[config.mk]
export PLATFORM = sky130hd
export DESIGN_NAME = cnn_mac_pipe
export DESIGN_NICKNAME = d
export VERILOG_FILES = /design/src/rtl/cnn_mac_pkg.sv /design/src/rtl/cnn_mac_round_sat.sv /design/src/rtl/cnn_mac_pipe.sv
export SDC_FILE = /design/constraint.sdc
export NUM_CORES = 1
export LEC_CHECK = 0
export ABC_AREA = 1
export CAP_MARGIN = 30
export CELL_PAD_IN_SITES_DETAIL_PLACEMENT = 1
export CELL_PAD_IN_SITES_GLOBAL_PLACEMENT = 1
export CORE_MARGIN = 2
export CORE_UTILIZATION = 38
export CTS_CLUSTER_SIZE = 28
export DETAILED_ROUTE_END_ITERATION = 10
export HOLD_SLACK_MARGIN = 0.05
export PLACE_DENSITY = 0.79
export SYNTH_ARGS = -nofsm -noshare
export SYNTH_HDL_FRONTEND = slang
export SYNTH_SLANG_ARGS = --single-unit
[constraint.sdc]
create_clock -name ap_clk -period 7.2 [get_ports ap_clk]
set_input_delay 1.44 -clock ap_clk [delete_from_list [all_inputs] [get_ports ap_clk]]
set_output_delay 1.44 -clock ap_clk [all_outputs]
set_load 0.05 [all_outputs]
[src/rtl/cnn_mac_pkg.sv]
// Shared width limits, saturation bounds and the rounding constant for the
// convolution MAC pipeline.
package cnn_mac_pkg;

    // Bounds are built in 64-bit signed arithmetic, so every width must leave
    // headroom for one extra sign bit.
    localparam int MAX_ACC_W = 62;

    function automatic logic signed [63:0] sat_max(input int n);
        return (64'sd1 <<< (n - 1)) - 64'sd1;
    endfunction

    function automatic logic signed [63:0] sat_min(input int n);
        return -(64'sd1 <<< (n - 1));
    endfunction

    // Half an output LSB, added before the shift so that ties round toward +inf.
    function automatic logic signed [63:0] rnd_const(input int shift);
        return (shift > 0) ? (64'sd1 <<< (shift - 1)) : 64'sd0;
    endfunction

    function automatic bit acc_w_ok(input int a_w, input int b_w, input int acc_w);
        return (acc_w >= a_w + b_w + 1) && (acc_w <= MAX_ACC_W);
    endfunction

    function automatic bit out_w_ok(input int out_w, input int acc_w, input int shift);
        return (out_w >= 2) && (out_w <= acc_w) && (shift >= 0) && (shift < acc_w);
    endfunction

endpackage

[src/rtl/cnn_mac_round_sat.sv]
// Combinational output conditioning: round half up, arithmetic shift right,
// then saturate to the output width with a clamp flag.
module cnn_mac_round_sat
    import cnn_mac_pkg::*;
#(
    parameter int IN_W  = 32,
    parameter int OUT_W = 16,
    parameter int SHIFT = 0
) (
    input  logic signed [IN_W-1:0]  i_val,
    output logic signed [OUT_W-1:0] o_val,
    output logic                    o_clamp
);

    localparam logic signed [63:0]   RND64  = rnd_const(SHIFT);
    localparam logic signed [63:0]   OMAX64 = sat_max(OUT_W);
    localparam logic signed [63:0]   OMIN64 = sat_min(OUT_W);
    localparam logic signed [IN_W:0] RND    = RND64[IN_W:0];
    localparam logic signed [IN_W:0] OMAX   = OMAX64[IN_W:0];
    localparam logic signed [IN_W:0] OMIN   = OMIN64[IN_W:0];

    // One guard bit keeps the rounding add from wrapping at the top of range.
    logic signed [IN_W:0] w_rnd;
    logic signed [IN_W:0] w_shf;

    assign w_rnd = $signed({i_val[IN_W-1], i_val}) + RND;
    assign w_shf = w_rnd >>> SHIFT;

    always_comb begin
        o_val   = w_shf[OUT_W-1:0];
        o_clamp = 1'b0;
        if (w_shf > OMAX) begin
            o_val   = OMAX[OUT_W-1:0];
            o_clamp = 1'b1;
        end else if (w_shf < OMIN) begin
            o_val   = OMIN[OUT_W-1:0];
            o_clamp = 1'b1;
        end
    end

endmodule

[src/rtl/cnn_mac_pipe.sv]
// Pipelined signed multiply-accumulate for one kernel window per group:
// register inputs, multiply, accumulate onto bias with saturation, round/emit.
module cnn_mac_pipe
    import cnn_mac_pkg::*;
#(
    parameter int A_W   = 14,
    parameter int B_W   = 6,
    parameter int ACC_W = 32,
    parameter int OUT_W = 16,
    parameter int SHIFT = 0
) (
    input  logic                    ap_clk,
    input  logic                    ap_rst_n,
    input  logic                    in_valid,
    output logic                    in_ready,
    input  logic signed [A_W-1:0]   in_a,
    input  logic signed [B_W-1:0]   in_b,
    input  logic                    in_first,
    input  logic                    in_last,
    input  logic signed [ACC_W-1:0] in_bias,
    output logic                    out_valid,
    input  logic                    out_ready,
    output logic signed [OUT_W-1:0] out_data,
    output logic                    out_sat
);

    localparam int P_W = A_W + B_W;

    localparam logic signed [63:0]      ACC_MAX64 = sat_max(ACC_W);
    localparam logic signed [63:0]      ACC_MIN64 = sat_min(ACC_W);
    localparam logic signed [ACC_W-1:0] ACC_MAX   = ACC_MAX64[ACC_W-1:0];
    localparam logic signed [ACC_W-1:0] ACC_MIN   = ACC_MIN64[ACC_W-1:0];

    if (!acc_w_ok(A_W, B_W, ACC_W)) begin : g_bad_acc_w
        $error("cnn_mac_pipe: ACC_W must cover A_W+B_W+1 and stay within MAX_ACC_W");
    end
    if (!out_w_ok(OUT_W, ACC_W, SHIFT)) begin : g_bad_out_w
        $error("cnn_mac_pipe: OUT_W must be <= ACC_W and SHIFT in [0, ACC_W)");
    end

    // Single global enable: the whole pipe freezes while a result is held.
    logic r_run;
    logic w_en;
    logic w_take;

    logic                    r_s1_vld;
    logic signed [A_W-1:0]   r_s1_a;
    logic signed [B_W-1:0]   r_s1_b;
    logic                    r_s1_first;
    logic                    r_s1_last;
    logic signed [ACC_W-1:0] r_s1_bias;

    logic                    r_s2_vld;
    logic signed [P_W-1:0]   r_s2_p;
    logic                    r_s2_first;
    logic                    r_s2_last;
    logic signed [ACC_W-1:0] r_s2_bias;

    logic                    r_s3_vld;
    logic                    r_s3_last;
    logic signed [ACC_W-1:0] r_acc;
    logic                    r_gsat;

    logic                    r_out_vld;
    logic signed [OUT_W-1:0] r_out_data;
    logic                    r_out_sat;

    logic signed [P_W-1:0]   w_a_ext;
    logic signed [P_W-1:0]   w_b_ext;
    logic signed [ACC_W-1:0] w_p_ext;
    logic signed [ACC_W-1:0] w_base;
    logic signed [ACC_W:0]   w_sum;
    logic signed [ACC_W-1:0] w_acc_nxt;
    logic                    w_acc_clamp;
    logic                    w_emit;
    logic signed [OUT_W-1:0] w_rs_val;
    logic                    w_rs_clamp;

    assign w_en      = !r_out_vld || out_ready;
    assign in_ready  = r_run && w_en;
    assign w_take    = in_valid && in_ready;
    assign out_valid = r_out_vld;
    assign out_data  = r_out_data;
    assign out_sat   = r_out_sat;

    always_ff @(posedge ap_clk or negedge ap_rst_n) begin
        if (!ap_rst_n) begin
            r_run      <= 1'b0;
            r_s1_vld   <= 1'b0;
            r_s1_a     <= '0;
            r_s1_b     <= '0;
            r_s1_first <= 1'b0;
            r_s1_last  <= 1'b0;
            r_s1_bias  <= '0;
        end else begin
            r_run <= 1'b1;
            if (w_en) begin
                r_s1_vld <= w_take;
                if (w_take) begin
                    r_s1_a     <= in_a;
                    r_s1_b     <= in_b;
                    r_s1_first <= in_first;
                    r_s1_last  <= in_last;
                    r_s1_bias  <= in_bias;
                end
            end
        end
    end

    // Operands are widened to the full product width before multiplying.
    assign w_a_ext = P_W'(r_s1_a);
    assign w_b_ext = P_W'(r_s1_b);

    always_ff @(posedge ap_clk or negedge ap_rst_n) begin
        if (!ap_rst_n) begin
            r_s2_vld   <= 1'b0;
            r_s2_p     <= '0;
            r_s2_first <= 1'b0;
            r_s2_last  <= 1'b0;
            r_s2_bias  <= '0;
        end else if (w_en) begin
            r_s2_vld   <= r_s1_vld;
            r_s2_p     <= w_a_ext * w_b_ext;
            r_s2_first <= r_s1_first;
            r_s2_last  <= r_s1_last;
            r_s2_bias  <= r_s1_bias;
        end
    end

    assign w_p_ext = ACC_W'(r_s2_p);
    assign w_base  = r_s2_first ? r_s2_bias : r_acc;
    assign w_sum   = (ACC_W+1)'(w_base) + (ACC_W+1)'(w_p_ext);

    // Differing top two bits of the widened sum means the ACC_W range overflowed.
    always_comb begin
        w_acc_nxt   = w_sum[ACC_W-1:0];
        w_acc_clamp = 1'b0;
        if (w_sum[ACC_W] != w_sum[ACC_W-1]) begin
            w_acc_clamp = 1'b1;
            w_acc_nxt   = w_sum[ACC_W] ? ACC_MIN : ACC_MAX;
        end
    end

    always_ff @(posedge ap_clk or negedge ap_rst_n) begin
        if (!ap_rst_n) begin
            r_s3_vld  <= 1'b0;
            r_s3_last <= 1'b0;
            r_acc     <= '0;
            r_gsat    <= 1'b0;
        end else if (w_en) begin
            r_s3_vld  <= r_s2_vld;
            r_s3_last <= r_s2_last;
            if (r_s2_vld) begin
                r_acc  <= w_acc_nxt;
                r_gsat <= (r_s2_first ? 1'b0 : r_gsat) | w_acc_clamp;
            end
        end
    end

    cnn_mac_round_sat #(
        .IN_W  (ACC_W),
        .OUT_W (OUT_W),
        .SHIFT (SHIFT)
    ) u_round_sat (
        .i_val   (r_acc),
        .o_val   (w_rs_val),
        .o_clamp (w_rs_clamp)
    );

    // S4 reads r_acc and r_gsat on the same edge the next group's first
    // element may overwrite them, so groups need no bubble between them.
    assign w_emit = r_s3_vld && r_s3_last;

    always_ff @(posedge ap_clk or negedge ap_rst_n) begin
        if (!ap_rst_n) begin
            r_out_vld  <= 1'b0;
            r_out_data <= '0;
            r_out_sat  <= 1'b0;
        end else if (w_en) begin
            r_out_vld <= w_emit;
            if (w_emit) begin
                r_out_data <= w_rs_val;
                r_out_sat  <= r_gsat | w_rs_clamp;
            end
        end
    end

endmodule
Yosys cells after proc, flatten, opt, wreduce, memory -nomap -nowiden

Cells that the tools add are included.

Divide/modulo/power cells: 0
Add/sub/neg operators: 1
Mux-type cells: 9
Reductions and logical operators: 8
$lt $le $gt $ge: 2
Equal/unequal tests: 1
$mul: 1
Shifts and indexed selects: 0
Bitwise operators: 2

Operators with widths:

| cell                   | number |
|---|---|
| $mux W32               | 3 |
| $add A32 B20 Y33       | 1 |
| $gt A32 B16 Y1 const B | 1 |
| $lt A32 B16 Y1 const B | 1 |
| $mux W16               | 2 |
| $mul A14 B6 Y20        | 1 |
| $reduce_and A2 Y1      | 3 |
| $mux W1                | 4 |
| $logic_and A1 B1 Y1    | 3 |
| $or A1 B1 Y1           | 2 |
| $logic_not A1 Y1       | 1 |
| $logic_or A1 B1 Y1     | 1 |
| $ne A1 B1 Y1           | 1 |

Output and inout port bits: 19
Bits in registers: 164
Memories: 0
Latch bits: 0
Bits in read-only memories: 0
Bits in writable memories: 0

Depth between registers and ports, before layout

Gate-level depths: netlist of run 1.

Depth after elaboration: 5
Mapped depth: 22

Hierarchy

A second synthesis of run 1 with hierarchy kept.

Cell total of the unflattened synthesis: 1507
Area total of the unflattened synthesis: 11848.9 um^2

Modules (own cells, without submodules):

| module            | cells an instance | area each (um^2) | instances |
|---|---|---|---|
| cnn_mac_pipe      | 1443              | 11571.1          | 1 |
| cnn_mac_round_sat | 64                | 277.8            | 1 |

Worst setup path after synthesis of run 1

Ideal clock, no wire load.

Path kind: register -> register
From: reg r_s1_b[4]
To: reg r_s2_p[16]
Stages on the path, launching flop included: 19
Library setup time: 133 ps
Data required time: 7067 ps
Buffers on the path: 1
Arrival: 4256 ps
Slack: 2810 ps
Path through: dfrtp_1 -> clkbuf_1 -> nand2_1 -> fa_1 -> fa_1 -> inv_1 -> fa_1 -> fa_1 -> inv_1 -> fa_1 -> o21ai_0 -> a21oi_1 -> inv_1 -> nand2_1 -> nand2_1 -> nand2_1 -> nand2_1 -> xor2_1 -> o21ai_0

Word-level cells in the longest chain between the ends: 1

RTL lines:

| what                     | line                | RTL |
|---|---|---|
| start: declaration       | cnn_mac_pipe.sv:48  | `logic signed [B_W-1:0] r_s1_b;` |
| start signal: assignment | cnn_mac_pipe.sv:101 | `r_s1_b <= in_b;` |
| $mul A14 B6 Y20          | cnn_mac_pipe.sv:123 | `r_s2_p <= w_a_ext * w_b_ext;` |
| end signal: assignment   | cnn_mac_pipe.sv:123 |  |
| end: declaration         | cnn_mac_pipe.sv:54  | `logic signed [P_W-1:0] r_s2_p;` |

Every way passes these cells.
A chain may end at the register's enable or synchronous reset.

Worst setup path after layout of run 1

From: reg r_s1_b[5]
To: reg r_s2_p[15]

Same word-level chain as after synthesis.

==> results.cfg, run 1 <==
[sta]
finClkSkew_ns = 0.0110
slew_headroom = 0.376
post-route-min-period_ns = 4.84
rsz0062_at_grt = false
setup_ws_ns = 2.36
setup_violations = 0
setup-tns-final_ns = 0
worstMarginPinSlew_ns = 0.935
hold_viol = 0
finalMaxSlewViolations = 0
timing.fmax_mhz = 207
period_share = 0.672

[setup_path]
worst-path-max-fanout = 15
arrival_ns = 5.15
path_class = reg2reg
crit_path_start = r_s1_b[5]
r2r_start = r_s1_b[5]
cp.required_ns = 7.51
cp-start-kind = register
end_kind = register

[placed_design]
dp_hpwl_mm = 25.3
portBuffers = 76
gp_congestion = 0.871
place_ws_ns = 2.32

[route]
firstDrtPassIters = 5
wl_per_cell_um = 16.9
ant_nets = 0
drt_iter0_drc = 415
wl_mm = 32.8
drc = 0
via_count = 9708
via_per_inst = 4.99

[synthesis]
yosysUniqueCellTypes = 35
synth_xor_area_frac = 0.0291
synth_adder_area_share = 0.174
syn_avg_cell_area_um2 = 7.95
synth-compound-area-share = 0.0921
syn_area_mm2 = 0.0117
yosys_warnings = 0
synth_common_cells = nand2_1, inv_1, dfrtp_1, nor2_1, o21ai_0
synth_top_area_frac = 0.350
syn-instance-count = 1474
yosysTopAreaCell = dfrtp_1
synth_top_family_by_area = simple AND/OR/NAND/NOR gates
synth_top_flop_cell = dfrtp_1
synthArstFlopShare = 1.00
yosysMostFrequentCell = nand2_1
synth_seq_cells = 164
syn_nets = 1660
synth.yosys.seq_area_share = 0.350
synth.area.top_cells = dfrtp_1, nand2_1, fa_1
synthMuxAreaShare = 0.0509
yosys.area_share.simple = 0.213
synth_edf_count = 0

[layout]
fin_util = 0.442
diodes = 0
area_growth_pct = 15.1
drive_gt1_frac = 0.0827
fillers = 3689
nets = 1721

[die]
die_area_mm2 = 0.0323
fp-row-count = 64
io_pins = 77
die_h_um = 180
start_util = 0.384
core_area_mm2 = 0.0305
die_x_um = 180

[worst_hold_path]
min_from = r_s1_bias[26]
hp-class = reg2reg

[grt]
grt_max_degree = 77
grt.total_usage = 0.210
grt-ovfl-total = 0
grt_pass1_wl_mm = 54.1
antenna_found_initial = 0
first_global_vias = 10425

[outcome]
status = finished, final reports clean

[cts]
post-cts-setup-buffer-count = 0
clk_pin_slew_ns = 0.07
cts-root-buf = clkbuf_16
cts.sinks = 164
insertion_delay_ns = 0.45
cts_resized = 0
numCtsBuffers = 17
cts_tree = done
holdBufCountCts = 0
htreeDepth = 4
clockBufferDepth = 2

[flow_run]
maxCapViolCount = 0
## flip-flops by register name, indices dropped and copies added (netlist names), 6 cells and up
signal     flops
r_s2_bias     32
r_acc         32
r_s1_b         6
r_s1_bias     32
r_s1_a        14
out_data      16
r_s2_p        20
## cell usage in the layout (no fill, tap or decap), drive strengths merged, types with 2 or more instances in the layout
cell	count
nand2	458
inv	226
dfrtp	164
nor2	119
o21ai	95
a21oi	80
clkdlybuf4s50	75
ha	69
fa	59
mux2	53
nand3	29
xor2	27
clkbuf	20
xnor2	12
nor3	9
buf	9
o21bai	8
nor4	6
clkinv	5
a21o	4
nand4	4
or2	3
a31oi	3
nand3b	3
o31ai	2
bufinv	2
clkinvlp	2
## critical path, stage by stage, from the launching register on
cell and delay, ns:
dfrtp_1 0.39, inv_1 0.23, or2_2 0.37, fa_1 0.51, fa_1 0.55, inv_1 0.06
fa_1 0.49, fa_1 0.41, ha_1 0.35, a21oi_1 0.16, nand2_1 0.10, a21oi_1 0.29
o21ai_0 0.25, a21oi_1 0.22, xor2_1 0.22, o21ai_0 0.10
## metrics by stage
step	instances	cell area [um^2]	hold slack [ns]
6_report	1944	13500	0.471
5_1_grt	1944	13500	0.504
4_1_cts	1944	13500	0.475
3_5_place_dp	1912	12900	0.458
3_3_place_gp	1909	12800	0.449
2_1_floorplan	1474	11700	0.436
## final timing paths
check	endpoint	slack, ns	cells after the start
max	r_s2_p[15]	2.36	15
min	r_s2_bias[26]	0.47	2
max reg2reg	r_s2_p[15]	2.36	15
min reg2reg	r_s2_bias[26]	0.47	2
max in group asynchronous	r_acc[16]	4.82	3
min in group asynchronous	r_s1_bias[8]	0.87	1
## kinds of logic (layout without fill, tap and decap cells)
kind of cell | after synthesis | count (layout)
adders and majority gates | 128 | 128
muxes | 53 | 53
buffers and inverters | 265 | 339
DFF | 164 | 164
other | 1 | 1
AOI/OAI and AO/OA | 193 | 193
xor gates and xnor gates | 39 | 39
and+or+nand+nor | 631 | 631
## metal layers
metal,vias to the layer above,part of all wire,GRT usage
met2,130,0.50,0.366
met5,-,0,0
met4,0,0.014,0.0537
met3,32,0.028,0.0310
met1,4823,0.46,0.274
li1,4723,-,-
## area by class of cell
| class | count | area, um^2 | share of cell area |
|---|---|---|---|
| Clock buffer | 20 | 457 | 0.0338 |
| Clock inverter | 12 | 145 | 0.0108 |
| Inverter | 223 | 837 | 0.0620 |
| Multi-Input combinational cell | 1045 | 6580 | 0.488 |
| Sequential cell | 164 | 4100 | 0.304 |
| Tap cell | 396 | 495 | 0.0367 |
| Timing Repair Buffer | 84 | 875 | 0.0648 |
Power of run 1 is not shown: default switching activity piles up to over one toggle a cycle in this logic, so the estimate is an artifact.
==> run 2, diff against run 1 <==
--- a/config.mk
+++ b/config.mk
@@ -14,7 +14,7 @@
 export CTS_CLUSTER_SIZE = 28
 export DETAILED_ROUTE_END_ITERATION = 10
 export HOLD_SLACK_MARGIN = 0.05
-export PLACE_DENSITY = 0.79
+export PLACE_DENSITY = 0.82
 export SYNTH_ARGS = -nofsm -noshare
 export SYNTH_HDL_FRONTEND = slang
 export SYNTH_SLANG_ARGS = --single-unit
==> constraint.sdc (replaced) <==
create_clock -name ap_clk -period 4.05 [get_ports ap_clk]
set_input_delay 0.81 -clock ap_clk [delete_from_list [all_inputs] [get_ports ap_clk]]
set_output_delay 0.81 -clock ap_clk [all_outputs]
set_load 0.05 [all_outputs]
==> results.cfg, run 2 (synthesis results as in run 1) <==
[outcome]
status = finished, violations left
failed_checks = negative setup slack

[setup_path]
worstRegToRegCells = 18
path_class = reg2reg
r2r-end = r_s2_p[15]
cp-start-kind = register
arrival_ns = 4.52
cp.required_ns = 4.42
r2r_start = r_s1_b[1]
crit_path_start = r_s1_b[1]
endpoint = r_s2_p[15]
end_kind = register
ff2ff_setup_slack_ns = -0.1
worst-path-max-fanout = 4

[sta]
finalMaxSlewViolations = 0
timing.fmax_mhz = 241
rsz0062_at_grt = true
finClkSkew_ns = 0.0146
period_share = 1.02
setup_ws_ns = -0.0970
setup_violations = 4
hold_viol = 0
post-route-min-period_ns = 4.15
worstMarginPinSlew_ns = 0.796
setup-tns-final_ns = -0.180
slew_headroom = 0.469

[die]
start_util = 0.384
fp-row-count = 64
io_pins = 77
core_area_mm2 = 0.0305
die_area_mm2 = 0.0323
die_x_um = 180
die_h_um = 180

[placed_design]
place_ws_ns = -0.188
gp_congestion = 0.911
dp_hpwl_mm = 26.2
placed_area_mm2 = 0.0133
portBuffers = 76

[grt]
grt_max_degree = 98
first_global_vias = 10865
grt-ovfl-total = 0
grt.total_usage = 0.219
antenna_found_initial = 0
grt_pass1_wl_mm = 56.4

[route]
wl_mm = 35.7
via_count = 10060
drc = 0
ant_nets = 0
firstDrtPassIters = 4
drt_iter0_drc = 439
wl_per_cell_um = 17.8
via_per_inst = 5.02

[cts]
holdBufCountCts = 0
insertion_delay_ns = 0.46
numCtsBuffers = 17
clk_pin_slew_ns = 0.08
cts.sinks = 164
cts-root-buf = clkbuf_16
htreeDepth = 4
clockBufferDepth = 2
cts_tree = done

[worst_hold_path]
hp-class = in2async

[layout]
design_area_mm2 = 0.0144
fillers = 3658
drive_gt1_frac = 0.155
seq_area_mm2 = 0.00411
fin_util = 0.471
final_cell_mix = nand2_1, inv_1, dfrtp_1
area_growth_pct = 22.7
multiInputGateArea_mm2 = 0.00699
final_common_cell = nand2_1
diodes = 0
reg_top3 = r_acc (32), r_s1_bias (32), r_s2_bias (32)
nets = 1782

[flow_run]
maxCapViolCount = 0
run 2: changes by cell type in the layout (fill, tap and decap cells not counted), sizes merged:
cell and change:
buf +61, bufinv -1, clkbuf -2, clkinv -2, clkinvlp +2, inv +3
run 2: metrics by stage:
step,instances,hold slack [ns]
after floorplan,1474,0.436
after CTS,1999,0.471
after detailed placement,1961,0.458
after global routing,2005,0.121
final,2005,0.136
after global placement,1961,0.450
run 2: critical path: stages (launching register included):
cell and delay, ns:
dfrtp_1 0.40, nand2_1 0.08, inv_1 0.06, fa_1 0.57, inv_2 0.06, fa_1 0.49, inv_1 0.05, fa_1 0.49
fa_1 0.44, buf_4 0.17, ha_4 0.26, nand3_2 0.08, nand2_2 0.11, a21oi_4 0.07, o21ai_2 0.23, buf_4 0.15
a21oi_2 0.05, xor2_1 0.15, o21ai_0 0.17
run 2: cell type report:
type,count,area share
tap,396,0.0345
inverter,223,0.0582
clock inverter,14,0.00975
multi-input combinational,1045,0.486
timing repair buffer,145,0.0950
sequential,164,0.286
clock buffer,18,0.0305
run 2: how the worst min path moves through the flow:
stage,from,to,slack [ns],cells after the start
floorplan,r_s1_bias[15],r_s2_bias[15],0.44,2
global placement,r_s1_bias[31],r_s2_bias[31],0.45,2
detailed placement,r_s1_bias[30],r_s2_bias[30],0.46,2
CTS,r_s1_bias[30],r_s2_bias[30],0.47,2
global route,ap_rst_n,r_s2_bias[9],0.12,1
finish,ap_rst_n,r_s2_bias[9],0.14,1
run 2: metal layers:
metal | global-route usage | routed length, um
met4 | 0.0657 | 793
met3 | 0.0302 | 834
met1 | 0.277 | 15800
met5 | 0 | 0
met2 | 0.389 | 18300
run 2: repair_timing:
action                     in CTS  in global routing
setup endpoints to repair       9                 11
gates cloned                    0                  1
resized for setup              18                 60
pin swaps                      13                 44
setup buffers                   6                  5
Power of run 2 is left out for the same reason.
==> run 3, diff against run 2 <==
--- a/config.mk
+++ b/config.mk
@@ -9,7 +9,7 @@
 export CAP_MARGIN = 30
 export CELL_PAD_IN_SITES_DETAIL_PLACEMENT = 1
 export CELL_PAD_IN_SITES_GLOBAL_PLACEMENT = 1
-export CORE_MARGIN = 2
+export CORE_MARGIN = 1.5
 export CORE_UTILIZATION = 38
 export CTS_CLUSTER_SIZE = 28
 export DETAILED_ROUTE_END_ITERATION = 10
==> results.cfg, run 3 (synthesis results as in run 1) <==
[setup_path]
worst-path-max-fanout = 6
worstRegToRegCells = 20
end_kind = register
path_class = reg2reg
arrival_ns = 4.48
r2r_start = r_s1_b[5]
r2r-end = r_s2_p[19]
ff2ff_setup_slack_ns = -0.04
cp.required_ns = 4.45
cp-start-kind = register

[layout]
diodes = 0
design_area_mm2 = 0.0144
nets = 1781
multiInputGateArea_mm2 = 0.00700
drive_gt1_frac = 0.164
seq_area_mm2 = 0.00411
final_cell_mix = nand2_1, inv_1, dfrtp_1
fin_util = 0.472
area_growth_pct = 22.8
reg_top3 = r_acc (32), r_s1_bias (32), r_s2_bias (32)
fillers = 3639
final_common_cell = nand2_1

[placed_design]
placed_area_mm2 = 0.0133
place_ws_ns = -0.202
gp_congestion = 0.880
portBuffers = 76
dp_hpwl_mm = 27.2

[flow_run]
maxCapViolCount = 0

[outcome]
failed_checks = negative setup slack
status = finished, violations left

[route]
wl_per_cell_um = 18.3
wl_mm = 36.6
ant_nets = 0
m1WireLength_mm = 16.0
via_per_inst = 5.09
firstDrtPassIters = 5
wl_met2_mm = 18.8
wl_met3_um = 878
via_count = 10193
highest_layer = met4
drc = 0
drt_iter0_drc = 522

[cts]
htreeDepth = 4
numCtsBuffers = 17
insertion_delay_ns = 0.45
cts.sinks = 164
holdBufCountCts = 0
cts-root-buf = clkbuf_16
clockBufferDepth = 2
clk_pin_slew_ns = 0.08
cts_tree = done

[grt]
antenna_found_initial = 0
first_global_vias = 10724
grt-ovfl-total = 0
grt_max_degree = 75
grt.total_usage = 0.236
grt_pass1_wl_mm = 57.1

[die]
io_pins = 77
core_area_mm2 = 0.0305
die_area_mm2 = 0.0319
die_h_um = 179
die_x_um = 179
fp-row-count = 64
start_util = 0.384

[worst_hold_path]
hp-class = in2async

[sta]
setup-tns-final_ns = -0.106
slew_headroom = 0.479
setup_violations = 4
period_share = 1.01
post-route-min-period_ns = 4.09
worstMarginPinSlew_ns = 0.782
finalMaxSlewViolations = 0
timing.fmax_mhz = 245
finClkSkew_ns = 0.0137
setup_ws_ns = -0.0395
rsz0062_at_grt = true
hold_viol = 0
==> run 3: per-layer routing <==
metal	GRT usage	vias to the layer above
met2	0.413	172
met3	0.0281	57
met5	0	-
met1	0.301	5139
met4	0.0778	0
li1	-	4825
==> run 3: worst max-delay path by stage <==
stage | start | to | cells after the start
after floorplan | r_s1_b[5] | r_s2_p[16] | 18
after global placement | r_s1_a[0] | r_s2_p[16] | 17
final | r_s1_b[5] | r_s2_p[19] | 20
after global routing | r_s1_b[5] | r_s2_p[19] | 20
after detailed placement | r_s1_a[13] | r_s2_p[19] | 21
after CTS | r_s1_b[0] | r_s2_p[16] | 19
==> run 3: layout make-up <==
type,instances,area share
flip-flops and latches,164,0.285
clock inverters,15,0.0133
inverters,223,0.0582
repair buffers,144,0.0924
clock buffers,17,0.0296
multi-input cells,1045,0.487
well taps,396,0.0344
==> run 3: stage by stage <==
step	hold WS (ns)	cells
3_5_place_dp	0.455	1962
3_3_place_gp	0.446	1962
6_report	0.364	2004
4_1_cts	0.381	2000
2_1_floorplan	0.436	1474
5_1_grt	0.410	2004
==> run 3: repair_timing <==
action / 4_1_cts / 5_1_grt
buffers inserted: 6 / 4
endpoints found under the setup margin: 9 / 12
pin swaps: 11 / 35
gates resized for setup: 23 / 65
==> run 3: worst max-delay path: stages (launching register included) <==
cell,delay [ns]
dfrtp_1,0.40
inv_2,0.07
buf_6,0.12
buf_4,0.13
nor2_1,0.06
fa_1,0.57
inv_1,0.06
fa_1,0.53
inv_1,0.06
fa_1,0.61
ha_4,0.23
ha_4,0.27
nand2_1,0.08
nor3_2,0.21
nand2_1,0.09
o311ai_0,0.09
inv_1,0.09
nand2_2,0.08
xor2_1,0.15
nand2_1,0.07
nand2_1,0.06
Power of run 3 is left out for the same reason.
